<file path="config.mk">
export PLATFORM = sky130hd
export DESIGN_NAME = cond_unit
export DESIGN_NICKNAME = d
export VERILOG_FILES = /design/src/rtl/cond_unit.sv
export SDC_FILE = /design/constraint.sdc
export NUM_CORES = 1
export LEC_CHECK = 0
export ABC_AREA = 1
export BUFFER_PORTS_ARGS = -buffer_cell sky130_fd_sc_hd__buf_2
export CORE_AREA = 3 3 61 63
export DETAILED_ROUTE_END_ITERATION = 10
export DIE_AREA = 0 0 64 66
export PLACE_DENSITY = 0.78
export SETUP_SLACK_MARGIN = 0.2
export SYNTH_ARGS = -nofsm -noshare
export SYNTH_HDL_FRONTEND = slang
export SYNTH_SLANG_ARGS = --single-unit
</file>
<file path="constraint.sdc">
create_clock -name clk -period 2 [get_ports clk]
set_input_delay 0 -clock clk [delete_from_list [all_inputs] [get_ports clk]]
set_output_delay 0 -clock clk [all_outputs]
set_load 0.01 [all_outputs]
</file>
<file path="src/rtl/cond_unit.sv">
// Conditional-execution stage: evaluates the condition field against the architectural
// flags and emits gated controls through a one-deep register slice. Optional sticky Q: COND_STICKY_Q_EN.
module cond_unit (
  input  logic        clk,
  input  logic        rst_n,
  input  logic        valid_i,
  output logic        ready_o,
  input  logic [3:0]  cond_i,
  input  logic [1:0]  flagw_i,
  input  logic [3:0]  alu_flags_i,
  input  logic        pcs_i,
  input  logic        regw_i,
  input  logic        memw_i,
  input  logic        flush_i,
  output logic        valid_o,
  input  logic        ready_i,
  output logic        pcsrc_o,
  output logic        regwrite_o,
  output logic        memwrite_o,
  output logic        condex_o,
  output logic [3:0]  flags_o,
`ifdef COND_STICKY_Q_EN
  output logic [15:0] skip_cnt_o,
  input  logic        q_clr_i,
  output logic        q_flag_o
`else
  output logic [15:0] skip_cnt_o
`endif
);

  typedef enum logic [3:0] {
    CC_EQ = 4'h0, CC_NE = 4'h1, CC_CS = 4'h2, CC_CC = 4'h3,
    CC_MI = 4'h4, CC_PL = 4'h5, CC_VS = 4'h6, CC_VC = 4'h7,
    CC_HI = 4'h8, CC_LS = 4'h9, CC_GE = 4'hA, CC_LT = 4'hB,
    CC_GT = 4'hC, CC_LE = 4'hD, CC_AL = 4'hE, CC_UN = 4'hF
  } cond_code_e;

  logic [3:0]  flags_q, flags_d;
  logic        valid_q, valid_d;
  logic        pcsrc_q, pcsrc_d;
  logic        regwrite_q, regwrite_d;
  logic        memwrite_q, memwrite_d;
  logic        condex_q, condex_d;
  logic [15:0] skip_cnt_q, skip_cnt_d;
  logic        accept;
  logic        condex;
  logic        flag_n, flag_z, flag_c, flag_v;

  // Evaluate against the registered flags only; no bypass from the ALU.
  assign flag_n = flags_q[3];
  assign flag_z = flags_q[2];
  assign flag_c = flags_q[1];
  assign flag_v = flags_q[0];

  always_comb begin
    condex = 1'b1;
    case (cond_code_e'(cond_i))
      CC_EQ:   condex = flag_z;
      CC_NE:   condex = !flag_z;
      CC_CS:   condex = flag_c;
      CC_CC:   condex = !flag_c;
      CC_MI:   condex = flag_n;
      CC_PL:   condex = !flag_n;
      CC_VS:   condex = flag_v;
      CC_VC:   condex = !flag_v;
      CC_HI:   condex = flag_c && !flag_z;
      CC_LS:   condex = !flag_c || flag_z;
      CC_GE:   condex = (flag_n == flag_v);
      CC_LT:   condex = (flag_n != flag_v);
      CC_GT:   condex = !flag_z && (flag_n == flag_v);
      CC_LE:   condex = flag_z || (flag_n != flag_v);
      CC_AL:   condex = 1'b1;
      default: condex = 1'b1;
    endcase
  end

  assign ready_o = !valid_q || ready_i;
  assign accept  = valid_i && ready_o && !flush_i;

  always_comb begin
    flags_d    = flags_q;
    valid_d    = valid_q;
    pcsrc_d    = pcsrc_q;
    regwrite_d = regwrite_q;
    memwrite_d = memwrite_q;
    condex_d   = condex_q;
    skip_cnt_d = skip_cnt_q;

    if (flush_i || (!accept && ready_i)) begin
      // Squash or drain: the slot empties and carries no side effects.
      valid_d    = 1'b0;
      pcsrc_d    = 1'b0;
      regwrite_d = 1'b0;
      memwrite_d = 1'b0;
      condex_d   = 1'b0;
    end else if (accept) begin
      valid_d    = 1'b1;
      pcsrc_d    = pcs_i & condex;
      regwrite_d = regw_i & condex;
      memwrite_d = memw_i & condex;
      condex_d   = condex;
    end

    if (accept && condex) begin
      if (flagw_i[1]) flags_d[3:2] = alu_flags_i[3:2];
      if (flagw_i[0]) flags_d[1:0] = alu_flags_i[1:0];
    end

    if (accept && !condex && (skip_cnt_q != 16'hFFFF)) begin
      skip_cnt_d = skip_cnt_q + 16'd1;
    end
  end

  always_ff @(posedge clk or negedge rst_n) begin
    if (!rst_n) begin
      flags_q    <= 4'h0;
      valid_q    <= 1'b0;
      pcsrc_q    <= 1'b0;
      regwrite_q <= 1'b0;
      memwrite_q <= 1'b0;
      condex_q   <= 1'b0;
      skip_cnt_q <= 16'h0000;
    end else begin
      flags_q    <= flags_d;
      valid_q    <= valid_d;
      pcsrc_q    <= pcsrc_d;
      regwrite_q <= regwrite_d;
      memwrite_q <= memwrite_d;
      condex_q   <= condex_d;
      skip_cnt_q <= skip_cnt_d;
    end
  end

  assign valid_o    = valid_q;
  assign pcsrc_o    = pcsrc_q;
  assign regwrite_o = regwrite_q;
  assign memwrite_o = memwrite_q;
  assign condex_o   = condex_q;
  assign flags_o    = flags_q;
  assign skip_cnt_o = skip_cnt_q;

`ifdef COND_STICKY_Q_EN
  logic q_flag_q, q_flag_d;

  // A coincident set beats the clear.
  always_comb begin
    q_flag_d = q_flag_q;
    if (accept && condex && flagw_i[0] && alu_flags_i[0]) begin
      q_flag_d = 1'b1;
    end else if (q_clr_i) begin
      q_flag_d = 1'b0;
    end
  end

  always_ff @(posedge clk or negedge rst_n) begin
    if (!rst_n) begin
      q_flag_q <= 1'b0;
    end else begin
      q_flag_q <= q_flag_d;
    end
  end

  assign q_flag_o = q_flag_q;
`endif

endmodule

</file>
==> flow_metrics.tcl <==
set metrics [dict create \
    status "finished clean" \
    crit_top_cell "nand2_1" \
    die_y_um 66 \
    worstRegToRegCells 8 \
    slew_headroom 0.628 \
    place.gp.congestion 0.834 \
    p_sw_w 0.000605 \
    p_int_w 0.000877 \
    period_share 0.845 \
    coreArea_um2 3280 \
    path_class "reg -> reg" \
    synthesis.nets 258 \
    clkPwrFrac 0.159 \
    clkTransAtPathRegs_ns 0.14 \
    yosysWarningCount 0 \
    yosys_register_bits 25 \
    drt-wirelength-per-cell_um 11.8 \
    grt_overflow 0 \
    die-area_um2 4220 \
    layout.nets 316 \
    areaGrowthSynthToFinish_pct 23.9 \
    report.final.hold_viol_count 0 \
    rsz0062_at_grt "yes" \
    finalMaxSlewViolations 0 \
    hold_depth 3 \
    drt_iter0_markers 87 \
    crit_arrival_ns 1.96 \
    r2r_slack_ns 0.31 \
    combPwrFrac 0.388 \
    swShare 0.408 \
    io_buffer_count 43 \
    drc 0 \
    grt_max_degree 32 \
    fin_tns_setup_ns 0 \
    timing.max_cap.violations 0 \
    drive_above_1_share 0.236 \
    layout_min_cycle_time_ns 1.69 \
    die_width_um 64 \
    insertion_delay_ns 0.32 \
    seq_area_frac_synth 0.367 \
    min-delay-start "valid_i" \
    cts_sinks 25 \
    synth-main-ff-cell "dfrtp_1" \
    cpPeakStageDelay_ns 0.44 \
    num_rows 21 \
    holdPathEnd "valid_o" \
    r2r_end "skip_cnt_o[6]" \
    clockBufferDepth 2 \
    dp_hpwl_um 2710 \
    synth_enable_flop_cells 0 \
    rr_startpoint "skip_cnt_o[0]" \
    gr-usage-all-layers 0.197 \
    worstPathRequired_ns 2.27 \
    via_per_inst 5.06 \
    antenna_found_initial 0 \
    synthDistinctLibCells 26 \
    syn_area_um2 1710 \
    cp_max_fo 10 \
    grt_pass1_wl_um 6640 \
    seqPwrFrac 0.452 \
    finalSetupViolations 0 \
    p_leak_nw 1.18 \
    initial_utilization 0.519 \
    cts-buffers-inserted 3 \
    worst_pin_slew_ns 0.558 \
    synthArstFlopShare 1.00 \
    min_path_type "in -> reg" \
    fmax_mhz 592 \
    first_pass_iters 4 \
    n_antenna_cell 0 \
    cts_tree "yes" \
    num_vias 1729 \
    path_cells "ha_1 > nand3_1 > nor2_4 > nand4_4 > buf_4 > nand3_4 > nand2_1 > nand2_1" \
    irDropWorstVdd_mv 0.420 \
    crit_slowest_cell "dfrtp_1" \
    p_per_area_nw_per_um2 701 \
    grt_pass1_vias 1551 \
    drt-total-wl_um 4050 \
    cts_root_buffer "clkbuf_4" \
    htreeDepth 1 \
    end_kind "register" \
    startpoint_type "register" \
    synthCells 239 \
    final_util 0.643 \
    drtAntennaViolNets 0 \
    synth_area_per_cell_um2 7.14 \
    io_pins 44 \
    design_power_total_w 0.00148 \
    fin_skew_ns 0.00325 \
]
[synthesized netlist by cell type (2+ instances only)]
cell type,instances,share of area
a21oi_1,3,0.0088
buf_2,2,0.0059
dfrtp_1,25,0.37
inv_1,27,0.059
inv_2,2,0.0044
nand2_1,90,0.20
nand2_2,3,0.011
nand3_1,21,0.062
nand3_2,3,0.018
nand3_4,4,0.041
nand4_1,21,0.077
nor2_1,20,0.044
xnor2_1,3,0.015
xor2_1,3,0.015
[cell type report]
type	count	area, µm²
Sequential cell	25	626
Timing Repair Buffer	58	353
Clock inverter	1	7.51
Clock buffer	3	22.5
Fill cell	296	1170
Inverter	30	113
Multi-Input combinational cell	179	935
Tap cell	46	57.6
[cell families (layout without fill, tap and decap cells)]
group	after synthesis	count (layout)	synth area share
DFF	25	25	0.367
adders and majority gates	1	1	0.00734
AOI/OAI and AO/OA	4	4	0.0117
buffers and inverters	36	92	0.0998
xor gates and xnor gates	6	6	0.0308
and+or+nand+nor	167	168	0.483
[sequential cells by signal (all words and copies together), names as in the netlist]
| name | flops |
|---|---|
| condex_o | 1 |
| flags_o | 4 |
| memwrite_o | 1 |
| pcsrc_o | 1 |
| regwrite_o | 1 |
| skip_cnt_o | 16 |
| valid_o | 1 |
[power by group through the flow]
| stage | clock, W | sequential (W) | combinational, W |
|---|---|---|---|
| floorplan | 0 | 0.000699 | 0.000363 |
| global placement | 0 | 0.000676 | 0.000515 |
| detailed placement | 0 | 0.000677 | 0.000527 |
| CTS | 0.000242 | 0.000668 | 0.000541 |
| global route | 0.000264 | 0.000684 | 0.000654 |
| finish | 0.000236 | 0.000670 | 0.000576 |
[per-stage QoR]
stage                     worst slack, ns  area [µm²]  hold WS [ns]  cells
after floorplan                     0.369        1710        -0.296    239
after global placement              0.293        1930        0.0302    323
after detailed placement            0.219        1930        0.0258    323
after CTS                           0.274        2070       0.00917    337
after global routing                0.163        2110        0.0581    342
final                               0.309        2110        0.0156    342
[cells in the final DEF (no fill, tap or decap)]
cell and instances:
nand4_1 21, nand4_4 1, clkinv_1 1, buf_4 5
nand3_2 3, nand2_2 3, nand3_1 21, nand3b_1 1
clkbuf_4 3, nand2_1 90, inv_2 3, xnor2_1 3
nor3_2 1, nor2_4 2, o21ai_0 1, nor2_8 1
dlygate4sd3_1 10, buf_2 43, a21oi_1 3, ha_1 1
nand3_4 4, inv_1 26, nor2_1 20, dfrtp_1 25
clkinvlp_4 1, xor2_1 3
[critical path, delay by kind of cell (launching register included)]
kind                     cells  cell delay, ns
AND/OR/NAND/NOR              6            0.78
buffers and inverters        1            0.21
flip-flops                   1            0.44
adder cells (fa/ha/maj)      1            0.20
[repair_timing]
action	CTS	global route
pin swaps	0	2
hold endpoints to repair	32	0
resized for setup	1	2
gates cloned	0	1
setup endpoints to repair	2	19
setup buffers	0	4
hold buffers	10	0
[worst max path at each step]
stage	slack, ns	from	to	depth (start not counted)
after detailed placement	0.22	skip_cnt_o[0]	skip_cnt_o[13]	8
after global placement	0.29	skip_cnt_o[0]	skip_cnt_o[13]	8
after CTS	0.27	flags_o[3]	skip_cnt_o[6]	9
after floorplan	0.37	skip_cnt_o[0]	skip_cnt_o[14]	10
after global routing	0.16	skip_cnt_o[0]	skip_cnt_o[6]	8
final	0.31	skip_cnt_o[0]	skip_cnt_o[6]	8
[routing by layer]
layer	part of all wire	track usage	wire, µm
met4	0.011	0.0755	45
met5	0	0	0
met2	0.49	0.337	1970
met3	0.050	0.0221	202
met1	0.45	0.255	1830
Power figures use the tool's default switching activity.
